<file path="config.mk">
export PLATFORM = sky130hd
export DESIGN_NAME = multicycle_controller
export DESIGN_NICKNAME = d
export VERILOG_FILES = /design/src/rtl/multicycle_controller.sv
export SDC_FILE = /design/constraint.sdc
export NUM_CORES = 1
export LEC_CHECK = 0
export CORE_UTILIZATION = 35
export CTS_CLUSTER_SIZE = 16
export DETAILED_ROUTE_END_ITERATION = 10
export SETUP_SLACK_MARGIN = 0.3
export SYNTH_ARGS = -nofsm -noshare
export SYNTH_HDL_FRONTEND = slang
export SYNTH_SLANG_ARGS = --single-unit
</file>
<file path="constraint.sdc">
create_clock -name clk -period 3.01 [get_ports clk]
set_input_delay 0.903 -clock clk [delete_from_list [all_inputs] [get_ports clk]]
set_output_delay 0.903 -clock clk [all_outputs]
set_load 0.01 [all_outputs]
</file>
<file path="src/rtl/multicycle_controller.sv">
// Multicycle MIPS control FSM: sequences each instruction over 3-5 cycles with
// memory-ready stalls, illegal-opcode trap and a retired-instruction counter.
module multicycle_controller #(
    parameter int OP_WIDTH     = 6,
    parameter int SUPPORT_ADDI = 1,
    parameter int SUPPORT_JUMP = 1,
    parameter int MEM_WAIT     = 1,
    parameter int CNT_WIDTH    = 16
) (
    input  logic                 clk,
    input  logic                 rst_n,
    input  logic [OP_WIDTH-1:0]  Op,
    input  logic                 memReady,
    output logic                 pcWrite,
    output logic                 irWrite,
    output logic                 memWrite,
    output logic                 regWrite,
    output logic                 branch,
    output logic                 iorD,
    output logic                 regDst,
    output logic                 memToReg,
    output logic                 aluSrcA,
    output logic [1:0]           aluSrcB,
    output logic [1:0]           pcSrc,
    output logic [1:0]           aluOp,
    output logic [3:0]           state,
    output logic                 illegalOp,
    output logic                 instrDone,
    output logic [CNT_WIDTH-1:0] instrCount
);
    typedef enum logic [3:0] {
        FETCH = 4'd0, DECODE = 4'd1, MEMADR = 4'd2, MEMREAD = 4'd3,
        MEMWB = 4'd4, MEMWRITE = 4'd5, EXECUTE = 4'd6, ALUWB = 4'd7,
        BRANCH = 4'd8, ADDIEX = 4'd9, ADDIWB = 4'd10, JUMP = 4'd11,
        ILLEGAL = 4'd12
    } state_t;

    typedef struct packed {
        logic       fetch;
        logic       pcWrite;
        logic       memWrite;
        logic       regWrite;
        logic       branch;
        logic       done;
        logic       iorD;
        logic       regDst;
        logic       memToReg;
        logic       aluSrcA;
        logic       illegalOp;
        logic [1:0] aluSrcB;
        logic [1:0] pcSrc;
        logic [1:0] aluOp;
    } ctl_t;

    state_t      st, nxt;
    ctl_t        ctl;
    logic        mr;
    logic [5:0]  op6;

    assign mr  = (MEM_WAIT != 0) ? memReady : 1'b1;
    assign op6 = Op[5:0];

    // Per-state control word; memReady-dependent terms are gated at the outputs.
    function automatic ctl_t decode(state_t s);
        ctl_t c;
        c = '0;
        case (s)
            FETCH:    begin c.fetch = 1'b1; c.aluSrcB = 2'b01; end
            DECODE:   c.aluSrcB = 2'b11;
            MEMADR:   begin c.aluSrcA = 1'b1; c.aluSrcB = 2'b10; end
            MEMREAD:  c.iorD = 1'b1;
            MEMWB:    begin c.memToReg = 1'b1; c.regWrite = 1'b1; c.done = 1'b1; end
            MEMWRITE: begin c.iorD = 1'b1; c.memWrite = 1'b1; end
            EXECUTE:  begin c.aluSrcA = 1'b1; c.aluOp = 2'b10; end
            ALUWB:    begin c.regDst = 1'b1; c.regWrite = 1'b1; c.done = 1'b1; end
            BRANCH:   begin
                c.aluSrcA = 1'b1; c.aluOp = 2'b01; c.pcSrc = 2'b01;
                c.branch = 1'b1; c.done = 1'b1;
            end
            ADDIEX:   begin c.aluSrcA = 1'b1; c.aluSrcB = 2'b10; end
            ADDIWB:   begin c.regWrite = 1'b1; c.done = 1'b1; end
            JUMP:     begin c.pcSrc = 2'b10; c.pcWrite = 1'b1; c.done = 1'b1; end
            ILLEGAL:  c.illegalOp = 1'b1;
            default:  c = '0;
        endcase
        return c;
    endfunction

    always_comb begin
        nxt = FETCH;
        case (st)
            FETCH:    nxt = mr ? DECODE : FETCH;
            DECODE: begin
                if (op6 == 6'b100011 || op6 == 6'b101011) nxt = MEMADR;
                else if (op6 == 6'b000000)                nxt = EXECUTE;
                else if (op6 == 6'b000100)                nxt = BRANCH;
                else if (op6 == 6'b001000 && SUPPORT_ADDI != 0) nxt = ADDIEX;
                else if (op6 == 6'b000010 && SUPPORT_JUMP != 0) nxt = JUMP;
                else                                      nxt = ILLEGAL;
            end
            MEMADR:   nxt = (op6 == 6'b100011) ? MEMREAD : MEMWRITE;
            MEMREAD:  nxt = mr ? MEMWB : MEMREAD;
            MEMWRITE: nxt = mr ? FETCH : MEMWRITE;
            EXECUTE:  nxt = ALUWB;
            ADDIEX:   nxt = ADDIWB;
            default:  nxt = FETCH;
        endcase
    end

    always_ff @(posedge clk or negedge rst_n) begin
        if (!rst_n) begin
            st         <= FETCH;
            ctl        <= decode(FETCH);
            instrCount <= '0;
        end else begin
            st  <= nxt;
            ctl <= decode(nxt);
            if (instrDone) instrCount <= instrCount + CNT_WIDTH'(1);
        end
    end

    // Enables are masked by rst_n so a reset aborts any write in flight.
    assign pcWrite   = rst_n & (ctl.pcWrite | (ctl.fetch & mr));
    assign irWrite   = rst_n & ctl.fetch & mr;
    assign memWrite  = rst_n & ctl.memWrite;
    assign regWrite  = rst_n & ctl.regWrite;
    assign branch    = rst_n & ctl.branch;
    assign instrDone = rst_n & (ctl.done | (ctl.memWrite & mr));
    assign iorD      = ctl.iorD;
    assign regDst    = ctl.regDst;
    assign memToReg  = ctl.memToReg;
    assign aluSrcA   = ctl.aluSrcA;
    assign aluSrcB   = ctl.aluSrcB;
    assign pcSrc     = ctl.pcSrc;
    assign aluOp     = ctl.aluOp;
    assign illegalOp = ctl.illegalOp;
    assign state     = st;
endmodule

</file>
* Word level (Yosys, flattened, before mapping)
Cells that the tools add are included.
** Word-level totals
- Flip-flop bits (word level) :: 37
- Latch bits :: 0
- RAM bits :: 0
- Bits in read-only memories :: 0
- Bits of input ports :: 9
- Output and inout port bits :: 37
- Logic and storage cells :: 84
- Memories kept :: 0
** Operators by class
- Add/sub/neg operators :: 1
- $mul :: 0
- Divide/modulo/power cells :: 0
- Magnitude comparators :: 0
- Equal/unequal tests :: 23
- Shifts and indexed selects :: 0
- Multiplexer cells :: 24
- Bitwise operators :: 11
- Reduce and logical (&&, ||, !) cells :: 9
** Operator list (number)
- $pmux 4 s7 :: 1
- $eq 4x3->1 const B :: 6
- $eq 4x4->1 const B :: 6
- $mux 3 :: 6
- $add 16x1->16 const B :: 1
- $eq 4x2->1 const B :: 4
- $eq 6x6->1 const B :: 2
- $mux 1 :: 12
- $and 1x1->1 :: 9
- $eq 4x1->1 const B :: 2
- $logic_not 4->1 :: 2
- $mux 4 :: 2
- $pmux 2 s2 :: 2
- $eq 6x2->1 const B :: 1
- $eq 6x3->1 const B :: 1
- $eq 6x4->1 const B :: 1
- $logic_not 6->1 :: 1
- $pmux 2 s3 :: 1
- $reduce_or 5->1 :: 1
- $reduce_or 2->1 :: 2
- $reduce_or 4->1 :: 1
- $reduce_or 3->1 :: 1
- $or 1x1->1 :: 2
- $logic_or 1x1->1 :: 1

* Longest topological paths before layout
- Depth in word-level cells :: 10
- Gate-level depth with buffers :: 7
- Depth with buffers taken out :: 6

* Least setup slack after synthesis
No wires, ideal clock.
- Path kind :: input to output
- Start point :: input memReady
- End point :: output instrDone
- Arrival :: 1485 ps
- Required time :: 2107 ps
- Slack :: 622 ps
- Cell stages on the path :: 3
- Path buffers :: 1
- Path through :: buf_2 > a21oi_1 > nor2_1
** On the way
- Word-level cells in the longest chain between the ends :: 3
** RTL lines
- from (decl) :: line 13 : input logic memReady,
- $and 1x1->1 :: line 128 : assign instrDone = rst_n & (ctl.done | (ctl.memWrite & mr));
- $or 1x1->1 :: line 128
- $and 1x1->1 :: line 128
- to (decl) :: line 28 : output logic instrDone,
No other way between the ends.

* Worst setup path in the final report
- Start point :: input memReady
- End point :: output pcWrite
** On the way
- Word-level cells in the longest chain between the ends :: 3
** RTL lines
- $and 1x1->1 :: line 123 : assign pcWrite = rst_n & (ctl.pcWrite | (ctl.fetch & mr));
- $or 1x1->1 :: line 123
- $and 1x1->1 :: line 123
- to (decl) :: line 14 : output logic pcWrite,
No other way between the ends.

==> flow_metrics.env <==
export IMPL_status="complete, no violations"
export IMPL_dieWidth_um=72.2
export IMPL_start_util_pct=36.5
export IMPL_whs_ns=0.474
export IMPL_crit_type="input port to primary output"
export IMPL_cp_start_kind="input port"
export IMPL_holdPathStages=1
export IMPL_drc=0
export IMPL_nNetsFinal=230
export IMPL_ant_nets=0
export IMPL_grt_use_met1_pct=18.8
export IMPL_worstPathArrival_ns=1.77
export IMPL_synth_seq_area_share_pct=49.5
export IMPL_skew_ns=0.00593
export IMPL_cts_root_buf="clkbuf_8"
export IMPL_drt_iter0_markers=60
export IMPL_synth_ff_type="dfrtp_1"
export IMPL_htree_num_levels=2
export IMPL_core_area_um2=4720
export IMPL_final_hold_viol_count=0
export IMPL_synth_warnings=0
export IMPL_flow_area_growth_from_synthesis_pct=35.9
export IMPL_slew_viol_final=0
export IMPL_avgSynthCellArea_um2=10.3
export IMPL_cts_sinks=34
export IMPL_synthArstFlopShare_pct=100
export IMPL_grt_max_degree=33
export IMPL_io_buffers=45
export IMPL_synth_edf_count=0
export IMPL_busiest_layer="met2"
export IMPL_ioPinCount=46
export IMPL_setup_viol_count_final=0
export IMPL_r2r_cells=5
export IMPL_crit_required_ns=2.11
export IMPL_dr_pass1_iters=4
export IMPL_worst_pin_slew_ns=0.436
export IMPL_ir_worst_vdd_mv=0.461
export IMPL_path_clk_slew_ns=0.07
export IMPL_grt_pass1_vias=1375
export IMPL_synth_area_um2=1730
export IMPL_layout_common_cells="clkdlybuf4s50_1, dfrtp_1, nor2_1, nand2_1"
export IMPL_end_kind="primary output"
export IMPL_globalRouteTotalUtil_pct=15.7
export IMPL_avgViaCountPerCell=4.92
export IMPL_placementRows=25
export IMPL_min_period_ns=2.67
export IMPL_drive_gt1_share_pct=15.4
export IMPL_utilization_pct=49.6
export IMPL_synth_cell_types=50
export IMPL_numCtsBuffers=5
export IMPL_holdBufCountCts=0
export IMPL_routed_wl_mm=3.80
export IMPL_clock_path_buffers=2
export IMPL_grt_pass1_wl_mm=6.23
export IMPL_clk_latency_ns=0.29
export IMPL_crit_fanout=3
export IMPL_postSynthCellCount=168
export IMPL_syn_nets=178
export IMPL_die_area_um2=5210
export IMPL_fin_crit_sh_pct=88.7
export IMPL_mostFrequentLayoutCell="clkdlybuf4s50_1"
export IMPL_wire_per_inst_um=13.2
export IMPL_cts_tree="done"
export IMPL_p_per_area_nw_per_um2=746
export IMPL_diodes=0
export IMPL_max_cap_violations=0
export IMPL_maxClockFrequency_mhz=375
export IMPL_p_leak_uw=0.00104
export IMPL_rsz0062_at_grt="no"
export IMPL_relSlewSlack_pct=70.7
export IMPL_grt_use_met2_pct=26.0
export IMPL_ys_ff_latch=34
export IMPL_dieHeight_um=72.2
export IMPL_antenna_found_initial=0
export IMPL_via_count=1418
export IMPL_nFillCells=433
export IMPL_gp_congestion=0.816
export IMPL_use_met3_pct=6.25
export IMPL_hpwl_mm=2.81
export IMPL_overflow=0
export IMPL_min_path_type="register to register"
==> state kept, by name, indices dropped and copies added (netlist names) <==
signal      flops
ctl             4
aluOp           2
pcSrc           1
illegalOp       1
aluSrcA         1
state           4
iorD            1
aluSrcB         2
memToReg        1
instrCount     16
regDst          1
==> logic make-up (layout without fill, tap and decap cells) <==
family	after synthesis	count (layout)	share of synthesized area (%)
AOI/OAI and AO/OA	23	23	9.21
buffers and inverters	21	74	7.18
DFF	34	34	49.5
xor gates and xnor gates	16	16	8.12
adders and majority gates	1	1	0.725
and+or+nand+nor	71	71	24.1
muxes	2	2	1.23
==> final cells by class <==
cell class	count	area, um^2	area share, %
clock inverter	1	5.00	0.213
clock buffer	7	86.3	3.68
timing repair buffer	56	522	22.3
tap	67	83.8	3.58
multi-input combinational	113	757	32.3
sequential	34	853	36.4
inverter	10	37.5	1.60
==> timing repair <==
action | CTS | global route
gates resized for setup | 7 | 2
cloned | 0 | 0
endpoints found under the setup margin | 5 | 2
pin swaps | 1 | 1
setup buffers | 0 | 1
==> critical path, stage by stage <==
cell	delay (ns)
dlygate4sd2_1	0.26
and3_1	0.16
a21o_1	0.15
dlygate4sd2_1	0.29
==> worst paths after layout <==
path	slack, ns	from	endpoint
setup / recovery	0.34	memReady	pcWrite
hold / removal	0.47	instrCount[15]	instrCount[15]
setup reg to reg	1.05	state[1]	aluOp[1]
hold reg to reg	0.47	instrCount[15]	instrCount[15]
max in group asynchronous	1.87	rst_n	aluSrcB[0]
min in group asynchronous	0.58	rst_n	aluOp[0]
==> report_power, final <==
group	internal, uW	switching, uW
Clock	184	159
Combinational	375	346
Sequential	569	115
==> through the flow <==
| step | setup TNS (ns) | setup slack [ns] | std cells | total power [uW] | cell area (um^2) |
|---|---|---|---|---|---|
| final | 0 | 0.341 | 288 | 1750 | 2340 |
| after global routing | 0 | 0.322 | 288 | 1870 | 2340 |
| after CTS | 0 | 0.304 | 287 | 1760 | 2330 |
| after detailed placement | -0.297 | -0.152 | 279 | 1400 | 2240 |
| after global placement | -0.217 | -0.135 | 279 | 1390 | 2240 |
| after floorplan | 0 | 0.622 | 168 | 1110 | 1730 |
==> synthesized netlist by cell type (all sizes together), types with 4 or more instances <==
master	instances	area share [%]
dfrtp	32	46
nor2	14	3.0
nand2	13	3.0
xnor2	11	5.6
inv	10	2.2
buf	9	4.4
a21oi	7	2.2
and3	5	1.8
nand4	5	2.2
o21ai	5	1.7
xor2	5	2.5
nand3	4	1.7
or4	4	1.7
==> layer usage <==
| metal | up-vias | share of wire (%) |
|---|---|---|
| met5 | - | 0 |
| met2 | 44 | 50 |
| met4 | 0 | 1.4 |
| met3 | 9 | 5.9 |
| met1 | 682 | 43 |
| li1 | 683 | - |
No activity file was read; power rests on OpenSTA's default activity.
